===== config.mk =====
export PLATFORM = sky130hd
export DESIGN_NAME = pipe_stage_reg
export DESIGN_NICKNAME = d
export VERILOG_FILES = /design/src/rtl/pipe_stage_reg.sv
export SDC_FILE = /design/constraint.sdc
export NUM_CORES = 1
export LEC_CHECK = 0
export BUFFER_PORTS_ARGS = -buffer_cell sky130_fd_sc_hd__buf_4
export CAP_MARGIN = 20
export CORE_ASPECT_RATIO = 0.5
export CORE_MARGIN = 1
export CORE_UTILIZATION = 55
export DETAILED_ROUTE_END_ITERATION = 10
export GPL_TIMING_DRIVEN = 1
export PLACE_DENSITY = 0.78
export SYNTH_ARGS = -nofsm -noshare
export SYNTH_HDL_FRONTEND = slang
export SYNTH_SLANG_ARGS = --single-unit

===== constraint.sdc =====
create_clock -name clk -period 17.7 [get_ports clk]
set_clock_uncertainty 0.15 [all_clocks]
set_input_delay 3.54 -clock clk [delete_from_list [all_inputs] [get_ports clk]]
set_output_delay 3.54 -clock clk [all_outputs]
set_load 0.01 [all_outputs]

===== src/rtl/pipe_stage_reg.sv =====
// Pipeline stage register with stall, flush and a LIFO backup stack that
// saves and restores the stage contents across nested interrupts.
module pipe_stage_reg #(
  parameter int unsigned WIDTH           = 160,
  parameter int unsigned BACKUP_DEPTH    = 2,
  parameter bit          CLEAR_ON_BUBBLE = 1'b1
) (
  input  logic                                  clk,
  input  logic                                  reset_n,
  input  logic                                  in_valid,
  input  logic [WIDTH-1:0]                      in_data,
  output logic                                  in_ready,
  output logic                                  out_valid,
  output logic [WIDTH-1:0]                      out_data,
  input  logic                                  out_ready,
  input  logic                                  flush,
  input  logic                                  int_save,
  input  logic                                  int_restore,
  output logic [$clog2(BACKUP_DEPTH+1)-1:0]     depth_cnt,
  output logic                                  ovf_err,
  output logic                                  unf_err
);

  localparam int unsigned DW = $clog2(BACKUP_DEPTH + 1);
  localparam int unsigned IW = (BACKUP_DEPTH > 1) ? $clog2(BACKUP_DEPTH) : 1;
  localparam logic [DW-1:0] FULL = DW'(BACKUP_DEPTH);

  logic [WIDTH:0]  stack [BACKUP_DEPTH];
  logic [IW-1:0]   push_idx;
  logic [IW-1:0]   pop_idx;
  logic            full;
  logic            empty;
  logic            ctrl;
  logic            do_push;
  logic            do_pop;

  assign full     = (depth_cnt == FULL);
  assign empty    = (depth_cnt == '0);
  assign push_idx = IW'(depth_cnt);
  assign pop_idx  = IW'(depth_cnt - DW'(1));
  assign ctrl     = flush | int_save | int_restore;
  assign in_ready = !ctrl && (!out_valid || out_ready);

  // flush outranks save, save outranks restore
  assign do_push  = !flush && int_save && !full;
  assign do_pop   = !flush && !int_save && int_restore && !empty;

  // Stack entries are only observable after a push, so they carry no reset.
  always_ff @(posedge clk) begin
    if (do_push) stack[push_idx] <= {out_valid, out_data};
  end

  always_ff @(posedge clk or negedge reset_n) begin
    if (!reset_n) begin
      out_valid <= 1'b0;
      out_data  <= '0;
      depth_cnt <= '0;
      ovf_err   <= 1'b0;
      unf_err   <= 1'b0;
    end else if (flush) begin
      out_valid <= 1'b0;
      out_data  <= '0;
    end else if (int_save) begin
      out_valid <= 1'b0;
      out_data  <= '0;
      if (full) ovf_err <= 1'b1;
      else      depth_cnt <= depth_cnt + DW'(1);
    end else if (int_restore) begin
      if (empty) begin
        unf_err <= 1'b1;
      end else begin
        {out_valid, out_data} <= stack[pop_idx];
        depth_cnt             <= depth_cnt - DW'(1);
      end
    end else if (in_valid && in_ready) begin
      out_valid <= 1'b1;
      out_data  <= in_data;
    end else if (out_valid && out_ready) begin
      out_valid <= 1'b0;
      if (CLEAR_ON_BUBBLE) out_data <= '0;
    end
  end

endmodule


==> results.py, run 1 <==
metrics = {
    "global_routing": {
        "grt_max_degree": 164,
        "grt_pass1_vias": 15600,
        "grt.total_usage": 0.283,
        "antenna_found_initial": 0,
        "globalRouteOverflowTotal": 0,
        "grt_first_pass_wirelength_um": 87500,
    },
    "clock_tree": {
        "cts-root-buf": "clkbuf_16",
        "clockBufferDepth": 3,
        "cts_tree": "yes",
        "cts.htree.levels": 2,
        "hold_buffers": 0,
        "worstSkewPairLatency_ns": 0.55,
        "cts_num_sinks": 487,
        "cts_buffers": 43,
        "cts_resized": 0,
        "cts_setup_buffers": 0,
        "clk_pin_slew_worst_paths_ns": 0.06,
    },
    "yosys": {
        "synth-seq-area-share": 0.646,
        "syn_inst": 1641,
        "synth-seq-cells": 487,
        "synth_top_area_frac": 0.453,
        "netlist_top_cells_area": "edfxtp_1 (45%), dfrtp_1 (19%), mux2_2 (8.5%)",
        "yosysUniqueCellTypes": 31,
        "syn_nets": 1810,
        "syn-cell-area_um2": 21400,
        "yosysWarnings": 0,
        "syn_area_per_cell_um2": 13.0,
        "synth.largest_area_cell": "edfxtp_1",
    },
    "critical_path": {
        "cp-start-kind": "input port",
        "end_kind": "output port",
        "cp.arrival_ns": 4.87,
        "worstPathMaxFanout": 87,
        "crit_required_ns": 14.01,
        "path_class": "input port to output port",
    },
    "cells_and_area": {
        "layout_common_cells": "buf_4 (345), edfxtp_1 (322), dfrtp_1 (164)",
        "final_nets": 2045,
        "multi_input_area_um2": 6340,
        "n_antenna_cell": 0,
        "areaGrowthSynthToFinish_pct": 19.7,
        "drive_above_1_share": 0.331,
        "fillerInstances": 2765,
        "final_common_cell": "buf_4",
        "seq_area_um2": 13800,
    },
    "floorplanning": {
        "ios": 333,
        "dieArea_um2": 39700,
        "core_area_um2": 37800,
        "num_rows": 50,
        "start_util": 0.565,
        "die_w_um": 281,
        "die_h_um": 141,
    },
    "timing": {
        "tns_ns": 0,
        "fmax_mhz": 117,
        "slew_headroom": 0.266,
        "layout_setup_ws_ns": 9.14,
        "slew_violations": 0,
        "rsz0062_at_grt": "no",
        "worstMarginPinSlew_ns": 1.10,
        "final.period_utilization": 0.484,
        "finalHoldViolations": 0,
        "finalSetupViolCount": 0,
        "layout_min_cycle_time_ns": 8.56,
    },
    "power": {
        "irDropWorstVdd_v": 0.000143,
        "p_leak_nw": 9.44,
        "power.density_nw_per_um2": 127,
    },
    "placed_design": {
        "dp_slack_ns": 9.12,
        "routabilityCongestion": 0.797,
        "dp_hpwl_um": 28800,
        "portBuffers": 332,
    },
    "detailed_routing": {
        "dr.pass1.iters": 8,
        "vias": 15300,
        "avgRoutedWirePerCell_um": 23.2,
        "post-route-drc-count": 0,
        "drtIter0Drc": 1365,
        "antenna_left": 0,
        "postRouteWirelength_um": 56400,
        "viasPerCell": 6.28,
    },
    "hold_path": {
        "hold_path_class": "flop to flop",
    },
    "job": {
        "maxCapViolCount": 0,
    },
    "outcome": {
        "status": "complete, no violations",
    },
}
-- logic make-up after synthesis --
| family | count (synthesis) | synth area share |
|---|---|---|
| flops | 487 | 0.646 |
| buf+inv | 324 | 0.0593 |
| xor+xnor | 1 | 0.000410 |
| mux | 163 | 0.0860 |
| fa+ha+maj | 2 | 0.00117 |
| simple gates | 177 | 0.0427 |
| compound gates | 487 | 0.164 |
-- synthesized netlist by cell type --
cell        n
ha_1        2
o21bai_1    1
o221a_2     1
a221oi_2   40
nand2b_1    3
o22ai_1   160
nor2_1      4
or3b_2      1
or2_2       1
mux2i_2     1
mux2_2    161
a31o_2      1
inv_1     163
nor4bb_1    1
xnor2_1     1
edfxtp_1  322
mux2i_1     1
o211ai_1    1
buf_4       2
nand2_1     3
a21oi_1     2
nor3_1      2
nor2b_1     1
a221oi_1  121
buf_1      14
o21ai_0   160
clkbuf_1  111
dfrtp_1   165
nor4b_4     1
buf_2      34
nand3_1   160
-- per-layer routing --
layer | global-route usage | part of all wire
met1 | 0.370 | 0.40
met2 | 0.480 | 0.50
met3 | 0.0385 | 0.056
met4 | 0.119 | 0.042
met5 | 0 | 0
-- critical path: stages --
cell	delay, ns
buf_4	0.15
nor2_4	0.10
buf_4	0.72
nand2_1	0.10
nor2_1	0.12
buf_4	0.13
-- worst paths after layout --
| check | from | end | slack (ns) | cells after the start |
|---|---|---|---|---|
| max in group asynchronous | reset_n | depth_cnt[0] | 13.17 | 2 |
| min in group asynchronous | reset_n | out_data[54] | 2.82 | 1 |
| max reg2reg | depth_cnt[0] | out_data[93] | 13.27 | 8 |
| min | ovf_err | ovf_err | 0.33 | 1 |
| min reg2reg | ovf_err | ovf_err | 0.33 | 1 |
| max | int_save | in_ready | 9.14 | 6 |
-- layout make-up --
class | count | share of cell area
clock buffers | 63 | 0.0490
clock inverters | 16 | 0.00808
inverters | 163 | 0.0239
multi-input cells | 830 | 0.248
flip-flops and latches | 487 | 0.540
well taps | 520 | 0.0255
repair buffers | 351 | 0.105
-- power by group --
group          internal (mW)  total [mW]  switching (mW)
Sequential              1.39        1.47          0.0758
Combinational          0.348       0.803           0.455
Clock                  0.566       0.977           0.412
Total                   2.31        3.25           0.942
-- per-stage QoR --
| stage | hold slack [ns] | cells | utilization | power, mW | cell area (um^2) |
|---|---|---|---|---|---|
| after floorplan | 0.362 | 1641 | - | 2.05 | 21400 |
| after global placement | 0.313 | 2351 | 0.638 | 2.27 | 24100 |
| after detailed placement | 0.311 | 2351 | 0.638 | 2.29 | 24100 |
| after CTS | 0.329 | 2430 | 0.676 | 3.26 | 25600 |
| after global routing | 0.359 | 2430 | 0.676 | 3.38 | 25600 |
| final | 0.328 | 2430 | 0.676 | 3.25 | 25600 |
-- state kept, by name, summed over array words and instances (netlist names) --
name and flops:
ovf_err 1, unf_err 1, stack 322, depth_cnt 2
out_valid 1, out_data 160
(Power assumes the default switching activity.)
==> run 2: changes to the inputs <==
- clock period: 17.7 -> 8.52 ns (I/O delays scaled with it)
==> run 2 against run 1 <==
  * Non-clock buffer count grew 7
  * Setup slack lost 5.1 ns
  * First-iteration DRC count grew 4.8%
  * Sequential share of layout area barely moved
  * Design area about the same
  * Routed wire length grew 0.93%
  * Register-to-register slack got worse by 8.7 ns
  * Die area did not move
  * Via count rose by 1.2%
  * Sequential power grew 110%
  * Critical endpoint is now out_data[121]
==> results.py, run 2 (synthesis gave the netlist of run 1 again) <==
metrics = {
    "hold_path": {
        "min_to": "unf_err",
        "min_path_cells": 1,
        "worstHoldStart": "unf_err",
        "hold_path_class": "flop to flop",
    },
    "floorplanning": {
        "core_area_um2": 37800,
        "num_rows": 50,
        "start_util": 0.565,
        "die_h_um": 141,
        "dieArea_um2": 39700,
        "ios": 333,
        "die_w_um": 281,
    },
    "critical_path": {
        "end_kind": "flop",
        "cp.arrival_ns": 4.76,
        "worstPathMaxFanout": 161,
        "reg2reg_from": "out_valid",
        "path_class": "input port to flop",
        "rr_endpoint": "out_data[121]",
        "crit_required_ns": 8.75,
        "r2r_cells": 5,
        "cp-start-kind": "input port",
        "r2r_setup_slack_ns": 4.56,
    },
    "clock_tree": {
        "cts_num_sinks": 487,
        "clockBufferDepth": 3,
        "worstSkewPairLatency_ns": 0.56,
        "cts_setup_buffers": 0,
        "cts_buffers": 43,
        "cts-root-buf": "clkbuf_16",
        "clk_pin_slew_worst_paths_ns": 0.07,
        "hold_buffers": 0,
        "cts.htree.levels": 2,
        "cts_resized": 0,
        "cts_tree": "yes",
    },
    "detailed_routing": {
        "dr.pass1.iters": 6,
        "post-route-drc-count": 0,
        "vias": 15400,
        "antenna_left": 0,
        "drtIter0Drc": 1430,
        "postRouteWirelength_um": 56900,
        "avgRoutedWirePerCell_um": 23.3,
        "viasPerCell": 6.33,
    },
    "cells_and_area": {
        "top_regs": "stack: 322 flops, out_data: 160 flops, depth_cnt: 2 flops",
        "largest_reg_flops": 322,
        "layout_common_cells": "buf_4 (354), edfxtp_1 (322), dfrtp_1 (164)",
        "drive_above_1_share": 0.331,
        "areaGrowthSynthToFinish_pct": 19.7,
        "final_nets": 2052,
        "final_common_cell": "buf_4",
        "regMostFlops": "stack",
        "final_util": 0.676,
    },
    "global_routing": {
        "grt_first_pass_wirelength_um": 88400,
        "grt.total_usage": 0.285,
        "grt_pass1_vias": 15600,
        "grt_max_degree": 162,
        "antenna_found_initial": 2,
        "globalRouteOverflowTotal": 0,
    },
    "power": {
        "irDropWorstVdd_v": 0.000213,
        "p_leak_nw": 9.44,
        "finalPower_mw": 6.71,
        "power.density_nw_per_um2": 263,
    },
    "timing": {
        "rsz0062_at_grt": "no",
        "final.period_utilization": 0.532,
        "slew_violations": 0,
        "finalHoldViolations": 0,
        "layout_min_cycle_time_ns": 4.53,
        "slew_headroom": 0.251,
        "holdWs_ns": 0.342,
        "worstMarginPinSlew_ns": 1.12,
        "fmax_mhz": 221,
        "finalSetupViolCount": 0,
    },
    "outcome": {
        "status": "complete, no violations",
    },
    "placed_design": {
        "dp_hpwl_um": 30000,
        "routabilityCongestion": 0.827,
        "portBuffers": 332,
    },
    "job": {
        "maxCapViolCount": 0,
    },
}
## run 2: cell count changes in the layout (fill, tap and decap cells not counted), sizes merged
| cell | before | now |
|---|---|---|
| clkinvlp | 1 | 3 |
| buf | 351 | 358 |
| diode | 0 | 2 |
| bufinv | 5 | 3 |
## run 2: layer usage
layer  GRT usage  share of wire
met5           0              0
met4       0.140          0.049
met3      0.0402          0.062
met2       0.468           0.48
met1       0.377           0.41
## run 2: worst max-delay path by stage
stage / start / to / slack, ns / depth (start not counted)
CTS: out_ready / in_ready / 4.00 / 5
detailed placement: in_valid / out_data[93] / 3.50 / 6
global route: in_valid / out_data[159] / 3.89 / 6
global placement: in_valid / out_data[139] / 3.58 / 6
finish: in_valid / out_data[121] / 3.99 / 6
floorplan: int_save / stack[0][0] / -0.40 / 3
## run 2: per-stage QoR
| stage | setup TNS (ns) | cell area [um^2] | setup WS, ns | instances |
|---|---|---|---|---|
| final | 0 | 25600 | 3.99 | 2439 |
| after detailed placement | 0 | 24100 | 3.50 | 2357 |
| after CTS | 0 | 25500 | 4.00 | 2436 |
| after global routing | 0 | 25600 | 3.89 | 2439 |
| after global placement | 0 | 24100 | 3.58 | 2357 |
| after floorplan | -127.47 | 21400 | -0.396 | 1641 |
## run 2: where the power goes
part           switching (mW)  internal, mW  leakage [nW]
logic                   0.906         0.723          3.52
clock network           0.873          1.12         0.684
registers               0.200          2.89          5.23
## run 2: layout make-up
| cell class | count | area [um^2] |
|---|---|---|
| Antenna cell | 2 | 5.00 |
| Tap cell | 520 | 651 |
| Sequential cell | 487 | 13800 |
| Clock inverter | 16 | 158 |
| Fill cell | 2736 | 12200 |
| Inverter | 163 | 612 |
| Timing Repair Buffer | 358 | 2720 |
| Clock buffer | 63 | 1250 |
| Multi-Input combinational cell | 830 | 6360 |
## run 2: worst max-delay path, stage by stage
cell and delay, ns:
buf_4 0.14, mux2i_4 0.17, buf_12 0.64, nor2b_4 0.98, buf_4 0.77, a221oi_1 0.22
